## src/rtl/vu_mask_ctrl.sv

```systemverilog
// Per-lane condition/mask controller: runs compares through the shared adder and keeps a nested IF/ELSE/ENDIF mask stack.
// Optional compare-return watchdog enabled by defining VU_MASK_CTRL_TIMEOUT_EN (adds O_Timeout).
module vu_mask_ctrl #(
  parameter int NUM_LANES   = 4,
  parameter int WIDTH_DATA  = 32,
  parameter int STACK_DEPTH = 4
`ifdef VU_MASK_CTRL_TIMEOUT_EN
  ,
  parameter int TIMEOUT     = 64
`endif
) (
  input  logic                                 clock,
  input  logic                                 reset,
  input  logic                                 I_Cmd_Valid,
  input  logic [1:0]                           I_Cmd_Op,
  input  logic [1:0]                           I_Cmd_Cond,
  output logic                                 O_Cmd_Ready,
  output logic                                 O_Cmp_Req,
  input  logic                                 I_Cmp_Ack,
  input  logic                                 I_Diff_Valid,
  input  logic [NUM_LANES*WIDTH_DATA-1:0]      I_Diff_Data,
  output logic [NUM_LANES-1:0]                 O_Mask,
  output logic [$clog2(STACK_DEPTH+1)-1:0]     O_Depth,
  output logic                                 O_Overflow,
  output logic                                 O_Underflow
`ifdef VU_MASK_CTRL_TIMEOUT_EN
  ,
  output logic                                 O_Timeout
`endif
);

  localparam int DW = $clog2(STACK_DEPTH+1);
  localparam logic [DW-1:0] MAX_DEPTH = DW'(STACK_DEPTH);
  localparam logic [1:0] OP_IF    = 2'b01;
  localparam logic [1:0] OP_ELSE  = 2'b10;
  localparam logic [1:0] OP_ENDIF = 2'b11;

  typedef enum logic [1:0] {IDLE, REQ, WAIT, UPDATE} state_t;
  state_t state, state_nxt;

  logic [DW-1:0]        depth, depth_inc;
  logic [NUM_LANES-1:0] mask_stk [0:STACK_DEPTH];
  logic [NUM_LANES-1:0] cond_stk [0:STACK_DEPTH];
  logic [NUM_LANES-1:0] mask_q, parent_mask, lane_cond, cond_cap;
  logic [1:0]           cond_sel;
  logic                 cmd_acc, diff_take, timeout_hit;
  logic                 overflow_q, underflow_q;

  // Sign bit is ignored for equality, so a negative zero difference counts as equal
  function automatic logic lane_flag(input logic [WIDTH_DATA-1:0] d, input logic [1:0] sel);
    logic eq;
    eq = (d[WIDTH_DATA-2:0] == '0);
    case (sel)
      2'd0:    lane_flag = eq;
      2'd1:    lane_flag = ~eq;
      2'd2:    lane_flag = d[WIDTH_DATA-1] & ~eq;
      default: lane_flag = ~d[WIDTH_DATA-1];
    endcase
  endfunction

  assign cmd_acc     = I_Cmd_Valid & (state == IDLE);
  assign diff_take   = I_Diff_Valid & (((state == REQ) & I_Cmp_Ack) | (state == WAIT));
  assign depth_inc   = depth + 1'b1;
  assign parent_mask = (depth <= DW'(1)) ? '1 : mask_stk[depth - 1'b1];

  assign O_Cmd_Ready = (state == IDLE);
  assign O_Mask      = mask_q;
  assign O_Depth     = depth;
  assign O_Overflow  = overflow_q;
  assign O_Underflow = underflow_q;

  always_comb begin
    lane_cond = '0;
    for (int i = 0; i < NUM_LANES; i++)
      lane_cond[i] = lane_flag(I_Diff_Data[i*WIDTH_DATA +: WIDTH_DATA], cond_sel);
  end

`ifdef VU_MASK_CTRL_TIMEOUT_EN
  localparam int TW = $clog2(TIMEOUT+1);
  logic [TW-1:0] wait_cnt;
  logic          timeout_q;

  assign timeout_hit = (state == WAIT) & ~I_Diff_Valid & (wait_cnt == TW'(TIMEOUT-1));
  assign O_Timeout   = timeout_q;

  always_ff @(posedge clock) begin
    if (reset) begin
      wait_cnt  <= '0;
      timeout_q <= 1'b0;
    end else begin
      if ((state == WAIT) && !I_Diff_Valid) wait_cnt <= wait_cnt + 1'b1;
      else                                   wait_cnt <= '0;
      if (timeout_hit) timeout_q <= 1'b1;
    end
  end
`else
  assign timeout_hit = 1'b0;
`endif

  always_comb begin
    state_nxt = state;
    O_Cmp_Req = 1'b0;
    case (state)
      IDLE:   if (cmd_acc && (I_Cmd_Op == OP_IF) && (depth < MAX_DEPTH)) state_nxt = REQ;
      REQ: begin
        O_Cmp_Req = 1'b1;
        if (I_Cmp_Ack) state_nxt = I_Diff_Valid ? UPDATE : WAIT;
      end
      WAIT:   if (I_Diff_Valid || timeout_hit) state_nxt = UPDATE;
      UPDATE: state_nxt = IDLE;
      default: state_nxt = IDLE;
    endcase
  end

  // mask_q always mirrors mask[depth]; every stack write updates it in the same edge
  always_ff @(posedge clock) begin
    if (reset) begin
      state       <= IDLE;
      depth       <= '0;
      mask_q      <= '1;
      cond_sel    <= '0;
      cond_cap    <= '0;
      overflow_q  <= 1'b0;
      underflow_q <= 1'b0;
      for (int k = 0; k <= STACK_DEPTH; k++) begin
        mask_stk[k] <= '1;
        cond_stk[k] <= '0;
      end
    end else begin
      state <= state_nxt;
      if (cmd_acc) begin
        case (I_Cmd_Op)
          OP_IF: begin
            if (depth == MAX_DEPTH) overflow_q <= 1'b1;
            else                    cond_sel   <= I_Cmd_Cond;
          end
          OP_ELSE: begin
            if (depth == '0) underflow_q <= 1'b1;
            else begin
              mask_stk[depth] <= parent_mask & ~cond_stk[depth];
              cond_stk[depth] <= ~cond_stk[depth];
              mask_q          <= parent_mask & ~cond_stk[depth];
            end
          end
          OP_ENDIF: begin
            if (depth == '0) underflow_q <= 1'b1;
            else begin
              depth  <= depth - 1'b1;
              mask_q <= parent_mask;
            end
          end
          default: ;
        endcase
      end
      if (diff_take)        cond_cap <= lane_cond;
      else if (timeout_hit) cond_cap <= '0;
      if (state == UPDATE) begin
        depth               <= depth_inc;
        mask_stk[depth_inc] <= mask_q & cond_cap;
        cond_stk[depth_inc] <= cond_cap;
        mask_q              <= mask_q & cond_cap;
      end
    end
  end

endmodule

```

## config.mk

```make
export PLATFORM = sky130hd
export DESIGN_NAME = vu_mask_ctrl
export DESIGN_NICKNAME = d
export VERILOG_FILES = /design/src/rtl/vu_mask_ctrl.sv
export SDC_FILE = /design/constraint.sdc
export NUM_CORES = 1
export LEC_CHECK = 0
export CAP_MARGIN = 10
export CORE_UTILIZATION = 40
export CTS_CLUSTER_DIAMETER = 80
export DETAILED_ROUTE_END_ITERATION = 7
export MAX_ROUTING_LAYER = met4
export PLACE_DENSITY = 0.8
export SYNTH_ARGS = -nofsm -noshare
export SYNTH_HDL_FRONTEND = slang
export SYNTH_SLANG_ARGS = --single-unit
```

## constraint.sdc

```tcl
create_clock -name clock -period 2.7 [get_ports clock]
set_input_delay 0.54 -clock clock [delete_from_list [all_inputs] [get_ports clock]]
set_output_delay 0.54 -clock clock [all_outputs]
set_load 0.01 [all_outputs]
```

==> results.tsv <==
metric	value	unit
relSlewSlack	60.3	%
synth-main-ff-cell	edfxtp_1	
crit_cells	7	
arrival	2.53	ns
antenna_cells	0	
rsz0062_at_grt	no	
cp-end-kind	flop	
use_met3	5.26	%
max_stage_delay	0.54	ns
min_period	2.43	ns
max_freq	0.411	GHz
fp.dieW	106	um
syn-cell-area	0.00430	mm2
dr_total_vias	3783	
status	finished, final reports clean	
initial_utilization	41.5	%
worst_ep_required_time	2.80	ns
drive_gt1_share	15.8	%
path_delay_family	adder cells	
core_region_area	0.0104	mm2
busiest_layer	met2	
insertion_delay	0.37	ns
cp_slowest_cell	ha_1	
first_iter_violations	261	
ff2ff_setup_slack	0.27	ns
root_buffer	clkbuf_8	
finalHoldViolCount	0	
grtUsageMet2	40.7	%
cts_sinks	84	
hold_depth	2	
path_buf_inv	2	
fin_ws	0.266	ns
crit_path_start_kind	flop	
power.leakage	2.13	nW
postCtsSetupBuffers	0	
antenna_found_initial	0	
finalSetupViolCount	0	
grt_pass1_vias	3812	
drv_slew	0	
r2r-end	mask_stk[7][2]$_DFFE_PP_	
pre_cts_slack	0.0130	ns
hold_path_end	O_Underflow$_SDFFE_PP0P_	
grt_start_max_net_pins	17	
setup_tns	0	ns
first_pass_iters	5	
cts_max_level	3	
ios	148	
period_share	90.2	%
cts_tree	yes	
layout_common_cells	clkdlybuf4s50_1 (147), edfxtp_1 (64), nor2_1 (46)	
r2r-start	O_Depth[0]$_SDFFE_PP0N_	
drv_cap	0	
min-delay-start	O_Underflow$_SDFFE_PP0P_	
fill_cells	829	
synth_cell_type_count	52	
dieHeight	106	um
syn-num-nets	515	
dp_hpwl	10800	um
postLayoutCoreUtil	61.6	%
crit_path_max_fanout	9	
clock_skew	0.00902	ns
drt-total-wl	13300	um
gp_congestion	0.964	
syn_to_final_growth	48.3	%
crit_top_cell	inv_1	
grt_pass1_wl	20400	um
synth_edf_count	64	
overflow	0	
met1_usage	32.8	%
min_path_type	reg -> reg	
async_reset_ff_share	0	%
worstMarginPinSlew	0.595	ns
synth_seq_cells	84	
ys_warn_count	0	
reg2reg_depth	7	
postRouteAntennaNets	0	
cts_made_buffers	9	
final_common_cell	clkdlybuf4s50_1	
ys_seq_area_share	54.0	%
die-area	0.0112	mm2
portBuffers	147	
syn_avg_cell_area	11.7	um2
synthCells	369	
viasPerCell	5.41	
final_nets	704	
placed_area	0.00621	mm2
grt_usage	25.1	%
core.rowCount	37	
drt-wirelength-per-cell	19.0	um
clk_pin_slew	0.09	ns
clk_path_buf_depth	2	
worst-setup-path-type	reg -> reg	
powerDensity	469	mW/mm2
postCtsHoldBufs	0	
post_cts_resize_count	0	
fin_area	0.00638	mm2
vdd.ir_drop.worst	0.329	mV
drc	0	
cp_cell_sequence	inv_1 -> ha_1 -> mux4_2 -> mux2i_1 -> nand2_1 -> a32oi_4 -> inv_1	
==> cell usage after synthesis (all sizes together), types with 6 or more instances <==
| library cell | count | area, um2 |
|---|---|---|
| edfxtp | 64 | 1920 |
| nor2 | 50 | 203 |
| nand2 | 38 | 143 |
| nor4 | 29 | 181 |
| dfxtp | 20 | 400 |
| inv | 16 | 60.1 |
| mux4 | 16 | 368 |
| nand2b | 12 | 75.1 |
| a21oi | 11 | 58.8 |
| ha | 9 | 113 |
| a22oi | 7 | 52.6 |
| nand4 | 7 | 43.8 |
| a31oi | 6 | 37.5 |
| buf | 6 | 45.0 |
| mux2i | 6 | 60.1 |
| nor3 | 6 | 30.0 |
==> power breakdown <==
group | total (mW) | switching (mW) | internal (mW)
combinational | 0.691 | 0.298 | 0.393
sequential | 1.48 | 0.0457 | 1.44
clock | 0.819 | 0.483 | 0.337
total | 2.99 | 0.826 | 2.17
==> kinds of logic (layout without fill, tap and decap cells) <==
group           Yosys count  in the layout  synth area share, %
simple gates            167            167                 19.5
xor+xnor                  3              3                0.611
mux                      26             26                 11.0
buf+inv                  27            221                 2.88
compound gates           53             53                 9.42
flops                    84             84                 54.0
fa+ha+maj                 9              9                 2.62
==> through the flow <==
stage | hold slack, ns | instances | total power, mW
3_3_place_gp | 0.462 | 683 | 2.17
3_5_place_dp | 0.481 | 683 | 2.20
5_1_grt | 0.542 | 699 | 3.11
4_1_cts | 0.512 | 699 | 2.99
6_report | 0.506 | 699 | 2.99
2_1_floorplan | 0.470 | 369 | 1.80
==> layer usage <==
metal	vias up	part of all wire [%]
li1	1785	-
met1	1804	43
met2	175	49
met3	19	7.0
met4	0	1.0
met5	-	0
==> worst max-delay path by stage <==
| stage | start | endpoint | slack [ns] |
|---|---|---|---|
| floorplan | O_Depth[0]$_SDFFE_PP0N_ | mask_stk[5][1]$_DFFE_PP_ | 0.09 |
| global placement | reset | mask_stk[4][1]$_SDFFCE_PN1P_ | 0.07 |
| detailed placement | reset | cond_stk[4][1]$_SDFFCE_PN0P_ | 0.01 |
| CTS | O_Depth[0]$_SDFFE_PP0N_ | mask_stk[7][2]$_DFFE_PP_ | 0.27 |
| global route | state[0]$_SDFFE_PP0P_ | cond_stk[4][3]$_SDFFCE_PN0P_ | 0.13 |
| finish | O_Depth[0]$_SDFFE_PP0N_ | mask_stk[7][2]$_DFFE_PP_ | 0.27 |
==> final cells by class <==
| type | count | area [um2] | area share, % |
|---|---|---|---|
| Sequential cell | 84 | 2320 | 36.4 |
| Multi-Input combinational cell | 258 | 1860 | 29.1 |
| Timing Repair Buffer | 189 | 1800 | 28.2 |
| Tap cell | 136 | 170 | 2.67 |
| Clock buffer | 9 | 124 | 1.94 |
| Inverter | 16 | 60.1 | 0.941 |
| Clock inverter | 7 | 51.3 | 0.803 |
==> flip-flops by register name, summed over array words and instances, names as in the netlist, named ones only <==
name         flops
O_Depth          3
O_Mask           4
O_Overflow       1
O_Underflow      1
cond_cap         4
cond_sel         2
cond_stk        32
mask_stk        32
state            2
==> worst min-delay path: cells and delay by family (launching register included) <==
kind	cells	cell delay (ns)
flops	1	0.34
simple gates	1	0.08
compound gates	1	0.05
No activity file was read; power rests on OpenSTA's default activity.
